===== src/rtl/four_bit_adder_pkg.sv =====
// -----------------------------------------------------------------------------
// four_bit_adder_pkg
//   Shared definitions for the registered 4-bit ripple-carry adder.
//   - WIDTH     : operand width. It is fixed at 4 because it sets the length of
//                 the ripple chain.
//   - nibble_t  : one operand or one sum word.
//   - add_res_t : sum bits plus carry-out, which the top registers together.
//   - ovf_f     : two's-complement overflow of a nibble addition. The top uses
//                 it only when FBFA_OVF_EN is defined.
// -----------------------------------------------------------------------------
package four_bit_adder_pkg;

  localparam int WIDTH = 4;

  typedef logic [WIDTH-1:0] nibble_t;

  typedef struct packed {
    nibble_t s;
    logic    c;
  } add_res_t;

  // The signed result overflows when both operands have the same sign and the
  // sum has the other sign.
  function automatic logic ovf_f(input nibble_t op_a, input nibble_t op_b,
                                 input nibble_t sum);
    return (op_a[WIDTH-1] == op_b[WIDTH-1]) && (sum[WIDTH-1] != op_a[WIDTH-1]);
  endfunction

endpackage


===== src/rtl/full_adder_cell.sv =====
// -----------------------------------------------------------------------------
// full_adder_cell
//   1-bit full adder, purely combinational. One cell forms one link of the
//   ripple-carry chain in four_bit_full_adder.
//   Ports:
//     a, b : operand bits
//     ci   : carry in from the previous cell
//     s    : sum bit
//     co   : carry out to the next cell
// -----------------------------------------------------------------------------
module full_adder_cell (
  input  logic a,
  input  logic b,
  input  logic ci,
  output logic s,
  output logic co
);

  logic half_s;

  // The half-sum is computed once and feeds both the sum and the
  // propagate term of the carry.
  assign half_s = a ^ b;
  assign s      = half_s ^ ci;
  assign co     = (a & b) | (ci & half_s);

endmodule


===== src/rtl/four_bit_full_adder.sv =====
// -----------------------------------------------------------------------------
// four_bit_full_adder
//   Registered 4-bit unsigned adder: {c,s} = a + b, with 1-cycle latency.
//   Four full_adder_cell instances form a ripple chain. The carry into cell 0
//   is tied to 0.
//   Ports:
//     clk  : clock, rising-edge active
//     rst  : synchronous reset, active-high. It clears all outputs and takes
//            priority over the data path.
//     a, b : 4-bit unsigned operands
//     s    : registered sum bits [3:0]
//     c    : registered carry-out (sum bit 4)
//     ovf  : registered two's-complement overflow. This port exists only when
//            the macro FBFA_OVF_EN is defined.
//   Configuration macro: FBFA_OVF_EN (adds the ovf port and its register).
// -----------------------------------------------------------------------------
module four_bit_full_adder
  import four_bit_adder_pkg::*;
(
  input  logic             clk,
  input  logic             rst,
  input  logic [WIDTH-1:0] a,
  input  logic [WIDTH-1:0] b,
  output logic [WIDTH-1:0] s,
  output logic             c
`ifdef FBFA_OVF_EN
  ,
  output logic             ovf
`endif
);

  // carry_s[i] enters cell i; carry_s[WIDTH] is the carry-out of the adder.
  logic [WIDTH:0]   carry_s;
  nibble_t          sum_s;
  add_res_t         res_d;
  add_res_t         res_q;

  assign carry_s[0] = 1'b0;

  // Ripple chain: each cell consumes the carry produced by the cell below it.
  for (genvar i = 0; i < WIDTH; i++) begin : g_cell
    full_adder_cell u_cell (
      .a  (a[i]),
      .b  (b[i]),
      .ci (carry_s[i]),
      .s  (sum_s[i]),
      .co (carry_s[i+1])
    );
  end

  // Collect the combinational result into the next-state word.
  always_comb begin
    res_d.s = sum_s;
    res_d.c = carry_s[WIDTH];
  end

  // Output register. The synchronous reset overrides the new sum.
  always_ff @(posedge clk) begin
    if (rst) begin
      res_q.s <= 4'b0000;
      res_q.c <= 1'b0;
    end else begin
      res_q <= res_d;
    end
  end

  assign s = res_q.s;
  assign c = res_q.c;

`ifdef FBFA_OVF_EN
  logic ovf_d;
  logic ovf_q;

  // Signed overflow, computed from the same operands and sum as the result.
  always_comb begin
    ovf_d = ovf_f(a, b, sum_s);
  end

  // Overflow register. It is cleared together with the sum.
  always_ff @(posedge clk) begin
    if (rst) begin
      ovf_q <= 1'b0;
    end else begin
      ovf_q <= ovf_d;
    end
  end

  assign ovf = ovf_q;
`endif

endmodule


===== config.mk =====
export PLATFORM = sky130hd
export DESIGN_NAME = four_bit_full_adder
export DESIGN_NICKNAME = d
export VERILOG_FILES = /design/src/rtl/four_bit_adder_pkg.sv /design/src/rtl/full_adder_cell.sv /design/src/rtl/four_bit_full_adder.sv
export SDC_FILE = /design/constraint.sdc
export NUM_CORES = 1
export LEC_CHECK = 0
export CORE_AREA = 3 3 40 42
export CTS_CLUSTER_SIZE = 10
export DETAILED_ROUTE_END_ITERATION = 7
export DIE_AREA = 0 0 43 45
export PLACE_DENSITY_LB_ADDON = 0.25
export SLEW_MARGIN = 20
export SYNTH_ARGS = -nofsm -noshare
export SYNTH_HDL_FRONTEND = slang
export SYNTH_SLANG_ARGS = --single-unit

===== constraint.sdc =====
create_clock -name clk -period 2.3 [get_ports clk]
set_input_delay 0.46 -clock clk [delete_from_list [all_inputs] [get_ports clk]]
set_output_delay 0.46 -clock clk [all_outputs]
set_load 0.02 [all_outputs]

==> metrics.md <==
| Metric | Value |
|---|---|
| Outcome | complete, no violations |
| Register area share after synthesis | 47.6% |
| Crit end category | register |
| Fill cells | 136 |
| Final hold violation count | 0 |
| Final WL | 439 um |
| Family with the most delay on the worst path | adder cells |
| ANT nets after route | 0 |
| WHS Endpoint | c$_SDFF_PP0_ |
| Max Slew Vio Count | 0 |
| Cells after synthesis | 17 |
| Gr usage total | 5.95% |
| Number of global-route vias before repair | 218 |
| Hold path cells | 2 |
| Die width | 43 um |
| Worst-margin pin slew | 0.214 ns |
| Rel. slew slack | 85.7% |
| Row cnt | 13 |
| Clock Tree Root | clkbuf_4 |
| Peak VDD IR | 0.000120 V |
| Crit path max fanout | 1 |
| Worst Hold Class | input port to register |
| H-Tree Depth | 1 |
| Placed cell count | 46 |
| Crit start category | input port |
| Ys Warns | 0 |
| Synthesized area | 210 um2 |
| Register area | 100 um2 |
| Power Total | 0.260 mW |
| Area after DPL | 369 um2 |
| PwrDens | 652 nW/um2 |
| Core box area | 1280 um2 |
| Share of the synthesized area in the top cell type | 47.6% |
| Tcrit/Tclk final | 95.1% |
| Number of vias per cell | 3.42 |
| Antenna Cells | 0 |
| Min Tclk post-route | 2.19 ns |
| Clock slew at reported path FFs | 0.04 ns |
| Final setup vio count | 0 |
| Total gr overflow | 0 |
| CP peak stage delay | 0.41 ns |
| Pre-CTS WS | -0.207 ns |
| Post-synth cell types | 6 |
| Number of buffers added on ports | 14 |
| Setup slack after layout | 0.113 ns |
| Clock tree sinks | 5 |
| Hold Slack | 0.868 ns |
| Antenna violations before repair | 0 |
| Ranking of synthesized cells by area | dfxtp_1 (48%), fa_1 (29%), nor2b_1 (8.9%), ha_1 (6.0%), inv_1 (5.4%) |
| Die footprint | 1940 um2 |
| Final design area excluding fillers | 398 um2 |
| Hold path start | rst |
| CTS Buf Count | 3 |
| Yosys reg bits | 5 |
| I/O pin count | 15 |
| Leak pwr | 0.165 nW |
| Initial DRT Pass Iterations | 1 |
| Unrepaired setup endpoints after global routing | false |
| Area grow syn2layout | 89.3% |
| Worst Path Class, Setup | input port to register |
| Synth area leader | dfxtp_1 |
| Share of layout cells above drive strength 1 | 11.4% |
| Max_cap viols | 0 |
| Crit-path cells | clkdlybuf4s50_1 > ha_1 > fa_2 > fa_1 > inv_1 > fa_1 > nor2_1 |
| DR iter-0 viols | 0 |
| CTS tree | built |
| Non-filler cells, final | 50 |
| First-pass GRT wire length | 765 um |
| Die outline height | 45 um |
| Vias post-DR | 171 |
| Critical Path AT | 2.36 ns |
| Post-Syn Nets | 31 |
| Max Root-Sink Buffers | 2 |
| Post-CTS Hold Buffers | 0 |
| Largest net degree at the start of global routing | 6 |
| Post-DR wirelength/cell | 8.78 um |
| Buf/Inv on CP | 2 |
| Slowest library cell on the worst path | fa_1 |
| CP dominant cell by count | fa_1 |
| TNS Setup | 0 ns |
| Synth Area per Inst | 12.4 um2 |
| Multi-input gate area | 101 um2 |
| Starting density of the core | 16.4% |
| Worst Path Required | 2.47 ns |
| Placer's final routability congestion estimate | 0.565 |
| FMAX | 457 MHz |
| Post-Route Utilization | 31.0% |
| Nets | 50 |
| DR DRC count | 0 |
Yosys cell counts:
cell	number
inv_1	3
ha_1	1
dfxtp_1	5
nor2_1	2
fa_1	3
nor2b_1	3
registers in the layout, summed over array words and instances, names as in the netlist:
register and flops:
s 4, c 1
placed cells by master, fill, tap and decap left out:
master and n:
clkdlybuf4s50_1 14, dfxtp_1 5, inv_1 3, nor2b_1 3
clkbuf_4 3, nor2_1 2, fa_1 2, fa_2 1
ha_1 1, clkbuf_1 1
worst max-delay path by stage:
stage	from	end	slack [ns]	cells past startpoint
floorplan	a[0]	s[3]$_SDFF_PP0_	0.33	6
global placement	a[0]	s[3]$_SDFF_PP0_	-0.15	7
detailed placement	a[0]	s[3]$_SDFF_PP0_	-0.21	7
CTS	a[0]	s[3]$_SDFF_PP0_	0.04	7
global route	a[0]	s[3]$_SDFF_PP0_	0.05	7
finish	a[0]	s[3]$_SDFF_PP0_	0.11	7
what timing repair did:
item / in CTS / in global routing
setup endpoints to repair: 0 / 1
gates resized for setup: 0 / 1
setup buffers: 0 / 0
metal layers:
| layer | track usage (%) | wire length, um |
|---|---|---|
| met1 | 3.19 | 103 |
| met2 | 12.9 | 302 |
| met3 | 0 | 33 |
| met4 | 9.04 | 0 |
| met5 | 0 | 0 |
kinds of logic after synthesis:
logic type / synth area share, %
buf+inv: 5.36
flops: 47.6
fa+ha+maj: 34.5
simple gates: 12.5
power by group:
group | internal (mW) | switching, mW
combinational | 0.0374 | 0.0266
clock | 0.0654 | 0.0324
sequential | 0.0959 | 0.00188
final cells by class:
type | instances | area share, %
multi-input cells | 9 | 25.5
repair buffers | 14 | 35.2
well taps | 15 | 4.72
clock buffers | 4 | 6.60
inverters | 3 | 2.83
flip-flops and latches | 5 | 25.2
No activity file was read; power rests on OpenSTA's default activity.
